### src/rtl/mem_arb_2to1.sv
// Two-port val/rdy arbiter in front of the 4B sync-read RAM wrapper.
// Round-robin request merge, in-order response steering via a tag FIFO.
package mem_msg_pkg;
  localparam int MEM_OPAQUE_W = 8;

  typedef struct packed {
    logic [2:0]              typ;
    logic [MEM_OPAQUE_W-1:0] opaque;
    logic [31:0]             addr;
    logic [1:0]              len;
    logic [31:0]             data;
  } mem_req_4B_t;

  typedef struct packed {
    logic [2:0]              typ;
    logic [MEM_OPAQUE_W-1:0] opaque;
    logic [1:0]              test;
    logic [1:0]              len;
    logic [31:0]             data;
  } mem_resp_4B_t;
endpackage

module mem_arb_2to1
  import mem_msg_pkg::*;
#(
  parameter int MAX_INFLIGHT = 2,
  parameter int OPAQUE_W     = MEM_OPAQUE_W
) (
  input  logic         clk,
  input  logic         rst,
  input  mem_req_4B_t  p0_req_msg,
  input  logic         p0_req_val,
  output logic         p0_req_rdy,
  output mem_resp_4B_t p0_resp_msg,
  output logic         p0_resp_val,
  input  logic         p0_resp_rdy,
  input  mem_req_4B_t  p1_req_msg,
  input  logic         p1_req_val,
  output logic         p1_req_rdy,
  output mem_resp_4B_t p1_resp_msg,
  output logic         p1_resp_val,
  input  logic         p1_resp_rdy,
  output mem_req_4B_t  mem_req_msg,
  output logic         mem_req_val,
  input  logic         mem_req_rdy,
  input  mem_resp_4B_t mem_resp_msg,
  input  logic         mem_resp_val,
  output logic         mem_resp_rdy,
  output logic         orphan_err
);

  localparam int PTR_W =
    (MAX_INFLIGHT > 1) ? $clog2(MAX_INFLIGHT) : 1;
  localparam int CNT_W = $clog2(MAX_INFLIGHT + 1);

  typedef struct packed {
    logic                port;
    logic [OPAQUE_W-1:0] opaque;
  } tag_t;

  tag_t             fifo [MAX_INFLIGHT];
  logic [PTR_W-1:0] wr_ptr;
  logic [PTR_W-1:0] rd_ptr;
  logic [CNT_W-1:0] count;
  logic             last_grant;

  logic full;
  logic busy;
  logic gnt_val;
  logic gnt_port;
  logic push;
  logic pop;
  tag_t head;

  function automatic logic [PTR_W-1:0] ptr_inc(
    input logic [PTR_W-1:0] p
  );
    return (p == PTR_W'(MAX_INFLIGHT - 1)) ? '0 : p + 1'b1;
  endfunction

  assign full = (count == CNT_W'(MAX_INFLIGHT));
  assign busy = (count != '0);

  always_comb begin
    gnt_val  = 1'b0;
    gnt_port = 1'b0;
    if (!full) begin
      unique case (1'b1)
        (p0_req_val && !p1_req_val): begin
          gnt_val  = 1'b1;
          gnt_port = 1'b0;
        end
        (!p0_req_val && p1_req_val): begin
          gnt_val  = 1'b1;
          gnt_port = 1'b1;
        end
        (p0_req_val && p1_req_val): begin
          gnt_val  = 1'b1;
          gnt_port = ~last_grant;
        end
        default: ;
      endcase
    end
  end

  assign mem_req_val = gnt_val;
  assign mem_req_msg = gnt_port ? p1_req_msg : p0_req_msg;
  assign p0_req_rdy  = gnt_val && !gnt_port && mem_req_rdy;
  assign p1_req_rdy  = gnt_val && gnt_port && mem_req_rdy;
  assign push        = gnt_val && mem_req_rdy;

  // Responses return in request order, so the FIFO head owns them.
  assign head = fifo[rd_ptr];

  assign p0_resp_val  = mem_resp_val && busy && !head.port;
  assign p1_resp_val  = mem_resp_val && busy && head.port;
  assign mem_resp_rdy =
    busy && (head.port ? p1_resp_rdy : p0_resp_rdy);
  assign pop = mem_resp_val && mem_resp_rdy;

  always_comb begin
    p0_resp_msg        = mem_resp_msg;
    p0_resp_msg.opaque = head.opaque;
    p1_resp_msg        = mem_resp_msg;
    p1_resp_msg.opaque = head.opaque;
  end

  always_ff @(posedge clk) begin
    if (push) begin
      fifo[wr_ptr] <= '{port: gnt_port, opaque: mem_req_msg.opaque};
    end
  end

  always_ff @(posedge clk) begin
    if (rst) begin
      wr_ptr     <= '0;
      rd_ptr     <= '0;
      count      <= '0;
      last_grant <= 1'b1;
      orphan_err <= 1'b0;
    end else begin
      if (push) begin
        wr_ptr     <= ptr_inc(wr_ptr);
        last_grant <= gnt_port;
      end
      if (pop) begin
        rd_ptr <= ptr_inc(rd_ptr);
      end
      unique case ({push, pop})
        2'b10:   count <= count + 1'b1;
        2'b01:   count <= count - 1'b1;
        default: ;
      endcase
      if (mem_resp_val && !busy) begin
        orphan_err <= 1'b1;
      end
    end
  end

endmodule

### config.mk
export PLATFORM = sky130hd
export DESIGN_NAME = mem_arb_2to1
export DESIGN_NICKNAME = d
export VERILOG_FILES = /design/src/rtl/mem_arb_2to1.sv
export SDC_FILE = /design/constraint.sdc
export NUM_CORES = 1
export LEC_CHECK = 0
export ABC_AREA = 1
export BUFFER_PORTS_ARGS = -buffer_cell sky130_fd_sc_hd__buf_2
export CORE_AREA = 2 2 150 152
export DETAILED_ROUTE_END_ITERATION = 8
export DIE_AREA = 0 0 152 154
export SETUP_SLACK_MARGIN = 0.02
export SYNTH_ARGS = -nofsm -noshare
export SYNTH_HDL_FRONTEND = slang
export SYNTH_SLANG_ARGS = --single-unit
### constraint.sdc
create_clock -name clk -period 2.25 [get_ports clk]
set_input_delay 0.5625 -clock clk [delete_from_list [all_inputs] [get_ports clk]]
set_output_delay 0.5625 -clock clk [all_outputs]
set_load 0.03 [all_outputs]
# Word-level counts from Yosys, hierarchy flattened
# Memories as Yosys holds them, arrays and structs flattened. A register that Yosys moved wholly into a read port is not among the register bits.
# Cells that the tools add are included.
# classes
add_sub_neg	4
mul	0
div_mod_pow	0
order_cmp	0
eq_ne	3
shift	0
mux	13
n_bitwise	1
reduce_logical	22
# op_table
cell	n
$mux 77	1
$logic_and 1x1->1	14
$mux 1	10
$logic_not 1->1	5
$eq 2x2->1 const B	2
$pmux 2 s2	1
$reduce_bool 2->1	2
$reduce_or 3->1	1
$add 1x1->1 const B	2
$add 2x1->2 const B	1
$eq 2x1->1 const B	1
$pmux 1 s2	1
$sub 2x1->2 const B	1
$not 1->1	1
# totals
register_bits	6
latchBits	0
ram_bits	18
mem_bits_ro	0
n_memories	1
# mem_list
memory	depth	word_bits	rd	rd_ports_with_merged_regs	wr	line_no	text
fifo	2	9	1	1	1	61	tag_t fifo [MAX_INFLIGHT];

# Logic depth before layout (Yosys ltp)
# logic_depth
word_depth	8
mapped_depth	10
ltp_nobuf	10

# Least setup slack after synthesis
# No wires, ideal clock.
# synth_path
kind	input port to output port
startpoint	input p0_req_val
endpoint	output p0_req_rdy
t_arrival_ps	1490
required_time_ps	1688
slack_ps	198
stages	3
path_buffers	0
path_cell_list	o21a_1 nand2_1 nor2_1
# synth_via
elab_chain_len	7
# synth_rtl
element	line_no	text
start, declared	32	input logic p0_req_val,
$logic_not 1->1	93	(!p0_req_val && p1_req_val): begin
$logic_and 1x1->1	93	
$reduce_or 3->1 (no line) / $pmux 1 s2 (equally long branches)	-	
$mux 1 (on tied branches)	88, 87	
$mux 1 / $logic_not 1->1 (equally long branches)	87, 108	
$logic_and 1x1->1 (*) (2 in series)	108	assign p0_req_rdy = gnt_val && !gnt_port && mem_req_rdy;
end, declared	33	output logic p0_req_rdy,
# Mark *: on every way between the ends. The rest lies on a longest branch, timed or not.

==> results.md <==
* Slew Limit Fails at 0
* Syn. warnings at 0
* Final net count at ~830
* Slew margin rel. at between 70% and 80%
* Worst setup SP type: input pin
* Final hold vios at 0
* CTS clk-pin slew, worst paths at 0.06 ns
* Global placer's final weighted congestion at 0.839
* DRC viols at 0
* Drt initial violations at approximately 160
* Initial antenna violation count at 1
* Clock root cell: clkbuf_16
* Final non-filler cell total at 896
* RSZ-0062 raised after global routing: yes
* Pin count of the biggest net entering global routing at 42
* Worst Hold Class: reg2reg
* Synth async-reset ratio at 0%
* FP Rows at 54
* IO Pins at 387
* Outcome: finished, final reports clean
* Clk buf depth at 2
* Yosys cell types at 21
* Place WS at -0.0552 ns
* CP Capture Type: output port
* EDFF count, synth at 18
* Syn avg cell area at 5.99 um2
* Dpl hpwl at 8480 um
* Hold Crit Depth at 2
* Most used DFF post-synth: edfxtp_1
* Total CTS buffers at 3
* Tcrit/Tclk final at 95.1%
* First-pass GRT wire length at 15300 um
* PD cells at 593 mW/mm2
* Die H at roughly 150 um
* H-tree levels at 1
* Ant. Diodes at 0
* #FFs+latches synth at 25
* Die X at roughly 150 um
* Worst slew pin tran at 0.378 ns
* Effective utilization at floorplan at 12.2%
* Cell Area, Synth at 0.00265 mm2
* Most common cell in the netlist: nand2_1
* CTS tree: done
* Syn Nets at about 650
* DRT Wirelength at 10500 um
* Max FO, Critical Path at 20
* Worst-skew pair later-pin latency at approximately 0.25 ns
* Top cell type's share of synthesized area at 38.0%
* Pre-antenna DRT Iters at 4
* Max-cap violations at 0
* Cell leakage power at 2.34 nW
* Max VDD drop at 267 uV
* Die ar. at 0.0234 mm2
* Commonest cells post-synth: 268 x nand2_1, 87 x buf_4, 18 x edfxtp_1, 14 x inv_1, 11 x nor2_1
* Number of global-route vias before repair at 2852
* Area contributors post-synth: nand2_1 38%, buf_4 25%, edfxtp_1 20%, dfxtp_1 5.3%, inv_1 2.0%
* Post-synth top area cell: nand2_1
* Core region area at 0.0217 mm2
* Post-Syn Instances at 442
* Critical Path RT at around 1.7 ns
* R2R depth at 10
* Minimum clock period after layout at between 2 and 2.5 ns
* Highest clock rate at 467 MHz
* Area growth syn-to-layout at 47.2%
* GRT Residual Overflow at 0
* # Post-CTS Setup Buffers at 0
* CP Data Arrival Time at ~1.6 ns
* DP Cell Count at 890
* Drt via density at approximately 3.5
* Final Worst Setup Slack at ~0.11 ns
* Final Skew at 0.00398 ns
* Final Setup Violations at 0
* Share of post-route cells with drive strength above 1 at 45.9%
* DRT antenna net count at 0
* Port bufs at 261
* Total track usage at under 10%
* CP Class: in2out
* Seq/Total Area, Yosys at 25.7%
* Mean routed wirelength per cell at 11.7 um
* Vias at 3102
* Hold buffers post-CTS at 0
* Sink Count at 25
==> worst max-delay path, cell delays in order <==
cell and delay [ns]:
buf_2 0.10, nand2_1 0.09, nand3_4 0.15, clkinv_8 0.13
buf_16 0.17, nand2_1 0.06, nand2_1 0.10, buf_2 0.21
==> report_power, final <==
group / internal (W) / total, W / leakage, nW / switching, W
Combinational: 0.000451 / 0.00137 / 2.07 / 0.000922
Sequential: 0.000547 / 0.000565 / 0.226 / 0.0000182
Clock: 0.000238 / 0.000374 / 0.0409 / 0.000136
==> worst paths after layout <==
check / start / endpoint / slack, ns
setup reg to reg: register / count[1]$_SDFFE_PP0P_ / 0.40
setup / recovery: p0_req_val / mem_req_msg[69] / 0.11
hold reg to reg: orphan_err$_SDFFE_PP0P_ / orphan_err$_SDFFE_PP0P_ / 0.47
hold / removal: orphan_err$_SDFFE_PP0P_ / orphan_err$_SDFFE_PP0P_ / 0.47
==> layout by cell type, fill, tap and decap left out <==
cell       instances
o21ai_0            2
nand2_2            2
inv_2              1
clkinv_1           1
clkinv_2           1
edfxtp_1          18
buf_2            246
clkinv_8           1
nand3_1            3
buf_4             11
clkbuf_16          4
o21a_1             1
xor2_1             1
nand4_1            1
nand3_4            1
inv_1             14
dfxtp_2            1
ha_1               1
clkbuf_4          10
buf_12             2
nand3b_1           1
dfxtp_1            6
a21oi_1            6
buf_16             3
nor2_1            11
nand2_1          267
==> flip-flops by register name, indices dropped and copies added (netlist names), named ones only <==
| name | flops |
|---|---|
| last_grant | 1 |
| rd_ptr | 1 |
| fifo | 18 |
| orphan_err | 1 |
| count | 2 |
| wr_ptr | 1 |
==> area by class of cell <==
| class | instances | area (um2) |
|---|---|---|
| clock buffers | 3 | 75.1 |
| clock inverters | 1 | 5.00 |
| fillers | 2494 | 17800 |
| inverters | 17 | 76.3 |
| multi-input cells | 297 | 1170 |
| flip-flops and latches | 25 | 682 |
| well taps | 280 | 350 |
| repair buffers | 273 | 1540 |
==> cell families (layout without fill, tap and decap cells) <==
family / Yosys count / count (layout) / share of synthesized area [%]
compound gates: 9 / 9 / 1.80
xor+xnor: 1 / 1 / 0.331
fa+ha+maj: 1 / 1 / 0.473
buf+inv: 120 / 294 / 30.1
flops: 25 / 25 / 25.7
simple gates: 286 / 286 / 41.6
==> through the flow <==
stage	power (W)	utilization, %	TNS [ns]	instance area (um2)	hold slack, ns
after global placement	0.00189	17.0	-0.0312	3690	0.451
after global routing	0.00246	18.0	0	3900	0.484
after detailed placement	0.00190	17.0	-0.0552	3690	0.458
after floorplan	0.00169	-	0	2650	0.433
after CTS	0.00230	17.6	0	3820	0.473
final	0.00231	18.0	0	3900	0.469
==> metal layers <==
metal	wire (um)	vias up	part of all wire, %	global-route usage [%]
li1	-	1594	-	-
met1	4070	1284	39	9.18
met2	5330	216	51	15.6
met3	994	8	9.5	2.20
met4	98	0	0.93	1.96
met5	0	-	0	0
==> what timing repair did <==
action                     4_1_cts  5_1_grt
resized for setup                4       23
pin swaps                        0        1
cloned                           1        1
setup endpoints to repair        1       48
Power figures use the tool's default switching activity.
